--- src/rtl/rtc_pkg.sv ---
// Shared types and constants for the RTC time keeper: parser states, BCD limits,
// and the BCD range check used when validating set-time frames.
package rtc_pkg;

  typedef enum logic [1:0] {
    IDLE,
    GET_H,
    GET_M,
    GET_S
  } parse_state_t;

  localparam logic [7:0] HOUR_MAX          = 8'h23;
  localparam logic [7:0] MINSEC_MAX        = 8'h59;
  localparam logic [7:0] DEFAULT_FRAME_HDR = 8'hA5;

  // Once both nibbles are decimal digits, a plain binary compare orders BCD correctly.
  function automatic logic is_bcd_le(input logic [7:0] bcd_byte, input logic [7:0] max);
    return (bcd_byte[7:4] <= 4'd9) && (bcd_byte[3:0] <= 4'd9) && (bcd_byte <= max);
  endfunction

endpackage

--- src/rtl/rtc_bcd_pair.sv ---
// Two-digit BCD modulo counter with a parallel load; carry flags the wrap
// so that several pairs can be chained.
module rtc_bcd_pair
  import rtc_pkg::*;
#(
  parameter logic [7:0] MAX = MINSEC_MAX
) (
  input  logic       Clk,
  input  logic       Reset,
  input  logic       inc,
  input  logic       load,
  input  logic [7:0] load_val,
  output logic [7:0] value,
  output logic       carry
);

  assign carry = inc && (value == MAX);

  always_ff @(posedge Clk) begin
    if (Reset) begin
      value <= 8'h00;
    end else if (load) begin
      value <= load_val;
    end else if (inc) begin
      if (value == MAX) begin
        value <= 8'h00;
      end else if (value[3:0] == 4'd9) begin
        value <= {value[7:4] + 4'd1, 4'd0};
      end else begin
        value <= {value[7:4], value[3:0] + 4'd1};
      end
    end
  end

endmodule

--- src/rtl/rtc_time_keeper.sv ---
// 24-hour BCD time-of-day keeper with a per-second update flag and a
// UART-fed set-time frame parser (header, hour, minute, second).
module rtc_time_keeper
  import rtc_pkg::*;
#(
  parameter int         CLK_FREQ      = 50_000_000,
  parameter int         FRAME_TIMEOUT = 500_000,
  parameter logic [7:0] FRAME_HDR     = DEFAULT_FRAME_HDR
) (
  input  logic       Clk,
  input  logic       Reset,
  input  logic [7:0] rx_data,
  input  logic       rx_done,
  output logic [7:0] Hour,
  output logic [7:0] Minute,
  output logic [7:0] Seconds,
  output logic       uart_tx_flag,
  output logic       set_err
);

  localparam int PW = (CLK_FREQ > 1) ? $clog2(CLK_FREQ) : 1;
  localparam int TW = (FRAME_TIMEOUT > 1) ? $clog2(FRAME_TIMEOUT) : 1;
  localparam logic [PW-1:0] PRE_TC = PW'(CLK_FREQ - 1);
  localparam logic [TW-1:0] TO_TC  = TW'(FRAME_TIMEOUT - 1);

  logic [PW-1:0] prescaler;
  logic [TW-1:0] timeout_cnt;
  parse_state_t  state;
  logic [7:0]    shadow_h;
  logic [7:0]    shadow_m;
  logic          tick;
  logic          frame_load;
  logic          sec_carry;
  logic          min_carry;
  logic          hour_carry;

  assign tick       = (prescaler == PRE_TC);
  assign frame_load = rx_done && (state == GET_S) && is_bcd_le(rx_data, MINSEC_MAX);

  // A frame load restarts the second so the loaded time is held for a full second.
  always_ff @(posedge Clk) begin
    if (Reset) begin
      prescaler    <= '0;
      uart_tx_flag <= 1'b0;
    end else begin
      uart_tx_flag <= frame_load || tick;
      if (frame_load || tick) begin
        prescaler <= '0;
      end else begin
        prescaler <= prescaler + 1'b1;
      end
    end
  end

  always_ff @(posedge Clk) begin
    if (Reset) begin
      state       <= IDLE;
      shadow_h    <= 8'h00;
      shadow_m    <= 8'h00;
      timeout_cnt <= '0;
      set_err     <= 1'b0;
    end else begin
      set_err <= 1'b0;
      if (rx_done) begin
        timeout_cnt <= '0;
        case (state)
          IDLE: begin
            if (rx_data == FRAME_HDR) state <= GET_H;
          end
          GET_H: begin
            if (is_bcd_le(rx_data, HOUR_MAX)) begin
              shadow_h <= rx_data;
              state    <= GET_M;
            end else begin
              state   <= IDLE;
              set_err <= 1'b1;
            end
          end
          GET_M: begin
            if (is_bcd_le(rx_data, MINSEC_MAX)) begin
              shadow_m <= rx_data;
              state    <= GET_S;
            end else begin
              state   <= IDLE;
              set_err <= 1'b1;
            end
          end
          GET_S: begin
            state <= IDLE;
            if (!is_bcd_le(rx_data, MINSEC_MAX)) set_err <= 1'b1;
          end
          default: state <= IDLE;
        endcase
      end else if (state != IDLE) begin
        if (timeout_cnt == TO_TC) begin
          state       <= IDLE;
          set_err     <= 1'b1;
          timeout_cnt <= '0;
          shadow_h    <= 8'h00;
          shadow_m    <= 8'h00;
        end else begin
          timeout_cnt <= timeout_cnt + 1'b1;
        end
      end else begin
        timeout_cnt <= '0;
      end
    end
  end

  // A load suppresses the tick so only the loaded value appears, with one flag.
  rtc_bcd_pair #(.MAX(MINSEC_MAX)) u_seconds (
    .Clk      (Clk),
    .Reset    (Reset),
    .inc      (tick && !frame_load),
    .load     (frame_load),
    .load_val (rx_data),
    .value    (Seconds),
    .carry    (sec_carry)
  );

  rtc_bcd_pair #(.MAX(MINSEC_MAX)) u_minute (
    .Clk      (Clk),
    .Reset    (Reset),
    .inc      (sec_carry),
    .load     (frame_load),
    .load_val (shadow_m),
    .value    (Minute),
    .carry    (min_carry)
  );

  rtc_bcd_pair #(.MAX(HOUR_MAX)) u_hour (
    .Clk      (Clk),
    .Reset    (Reset),
    .inc      (min_carry),
    .load     (frame_load),
    .load_val (shadow_h),
    .value    (Hour),
    .carry    (hour_carry)
  );

  logic unused_carry;
  assign unused_carry = hour_carry;

endmodule

--- config.mk ---
export PLATFORM = sky130hd
export DESIGN_NAME = rtc_time_keeper
export DESIGN_NICKNAME = d
export VERILOG_FILES = /design/src/rtl/rtc_pkg.sv /design/src/rtl/rtc_bcd_pair.sv /design/src/rtl/rtc_time_keeper.sv
export SDC_FILE = /design/constraint.sdc
export NUM_CORES = 1
export LEC_CHECK = 0
export ABC_AREA = 0
export BUFFER_PORTS_ARGS = -buffer_cell sky130_fd_sc_hd__buf_2
export CELL_PAD_IN_SITES_DETAIL_PLACEMENT = 1
export CELL_PAD_IN_SITES_GLOBAL_PLACEMENT = 1
export CORE_UTILIZATION = 40
export CTS_CLUSTER_DIAMETER = 150
export DETAILED_ROUTE_END_ITERATION = 6
export HOLD_SLACK_MARGIN = 0.08
export PLACE_DENSITY = 0.85
export SETUP_SLACK_MARGIN = 0.4
export SYNTH_ARGS = -nofsm -noshare
export SYNTH_HDL_FRONTEND = slang
export SYNTH_HIERARCHICAL = 1
export SYNTH_SLANG_ARGS = --single-unit
--- constraint.sdc ---
create_clock -name Clk -period 3.42 [get_ports Clk]
set_input_delay 0.684 -clock Clk [delete_from_list [all_inputs] [get_ports Clk]]
set_output_delay 0.684 -clock Clk [all_outputs]
set_load 0.1 [all_outputs]
==> results.ini <==
[outcome]
status=completed

[clocking]
insertion_delay_ns=0.34
clkSinkCount=89
clk_pin_slew_worst_paths_ns=0.07
numCtsBuffers=9
cts_tree=yes
ctsHoldBuffers=0
clock_path_buffers=2
htreeDepth=3
cts_root_buffer=clkbuf_16

[grt]
grt_max_degree=54
overflow=0
grt_pass1_wl_mm=22.2
track_usage=0.237
grt_pass1_vias=4520
antenna_found_initial=0

[place]
post-place-ws_ns=-0.0957
io_buffer_count=36
dp_hpwl_mm=9.05
place_congestion=0.837

[die]
core-area_sq_um=11400
pin_count=37
die_h_um=110
num_rows=39
start_util=0.409
dieArea_sq_um=12100
die_w_um=110

[finish]
n_fill_cell=1345
drive_above_1_share=0.243
utilization=0.501
finalNetCount=628
syn2layout_area_growth_pct=22.5
n_antenna_cell=0

[sta]
worst_slack_ns=0.185
grt_setup_unrepaired=yes
setup_viol=0
final-max-slew-violation-count=0
finClkSkew_ns=0.00764
fin_crit_sh=0.946
fmax_mhz=309
tns_ns=0
tightest_slew_ns=1.22
relSlewSlack=0.175
whs_ns=0.462
finalCriticalPeriod_ns=3.24
finalHoldViolCount=0

[setup_path]
cp.arrival_ns=3.49
required_ns=3.68
endpoint_kind=flip-flop
crit_fanout=3
r2r_cells=13
start_kind=flip-flop
critPathKind=flip-flop to flip-flop
reg2reg_slack_ns=0.18

[route]
drt-wirelength-per-cell_um=17.9
viasPerCell=5.78
via_count=4351
drc=0
ant_nets=0
drt-pass1-iter-count=4
first_iter_violations=196
drt_wl_total_mm=13.5

[yosys]
ys_warn_count=6
syn_area_sq_um=4650
syn_area_per_cell_sq_um=8.70
synth.net_count=558
synthCells=535

[job]
max-cap-violations=0

[hold_path]
hold_path_class=flip-flop to flip-flop
whs_path_depth=2

[power]
power_density_nw_per_um2=355
irDropWorstVdd_mv=0.291
p_total_mw=2.02
p_leak_nw=2.12

[flip-flops by register name, summed over array words and instances, names as in the netlist, 2 cells and up]
signal and flops:
u_hour/value 8, u_seconds/value 8, u_minute/value 8, prescaler 26, state 2, shadow_m 8, shadow_h 8, timeout_cnt 19
[worst paths after layout]
path                            start                           end
max           prescaler[7]$_SDFF_PP0_  u_hour/value[6]$_SDFFE_PP0P_
min          shadow_h[1]$_SDFFE_PP0P_  u_hour/value[1]$_SDFFE_PP0P_
max reg2reg   prescaler[7]$_SDFF_PP0_  u_hour/value[6]$_SDFFE_PP0P_
min reg2reg  shadow_h[1]$_SDFFE_PP0P_  u_hour/value[1]$_SDFFE_PP0P_
[layout make-up]
cell class,instances,area [sq um],share of cell area
inverter,27,105,0.0184
timing repair buffer,79,510,0.0895
clock inverter,7,46.3,0.00812
clock buffer,9,225,0.0395
sequential,89,1800,0.315
multi-input combinational,399,2840,0.498
tap,143,179,0.0314
[worst max-delay path, stage by stage, from the launching register on]
cell      delay (ns)
dfxtp_1         0.34
nor4b_4         0.33
nand3_2         0.14
or3_4           0.41
nor2_4          0.10
nand4b_1        0.17
nor3_4          0.17
nand4b_1        0.18
nor3_2          0.15
buf_4           0.15
nand3b_4        0.07
or2_4           0.27
or4b_1          0.47
a31oi_1         0.19
[placed cells by master (no fill, tap or decap), drive strengths merged, types with 9 or more instances in the layout]
master	n
clkbuf	9
nand3	23
or3	12
nand2	30
ha	12
o32ai	14
nor2	58
and4	10
nand2b	19
a21oi	24
nand4	20
buf	79
xor2	22
o21ai	11
dfxtp	89
xnor2	14
inv	27
nor3	24
[power by group]
group	total [mW]	internal (mW)	switching, mW
registers	1.04	1.04	0.00287
clock network	0.912	0.491	0.421
logic	0.0689	0.0266	0.0423
[routing by layer]
layer	part of all wire	track usage
met1	0.41	0.258
met2	0.54	0.442
met3	0.023	0.0510
met4	0.025	0.0952
met5	0	0
[what timing repair did]
action / 4_1_cts / 5_1_grt
setup buffers: 9 / 2
hold endpoints to repair: 0 / 0
endpoints found under the setup margin: 6 / 6
gates resized for setup: 15 / 8
pin swaps: 13 / 4
[metrics by stage]
| stage | cell area, sq um | instances |
|---|---|---|
| 2_1_floorplan | 4730 | 535 |
| 3_3_place_gp | 5250 | 726 |
| 3_5_place_dp | 5250 | 726 |
| 4_1_cts | 5650 | 751 |
| 5_1_grt | 5700 | 753 |
| 6_report | 5700 | 753 |
(Power assumes the default switching activity.)
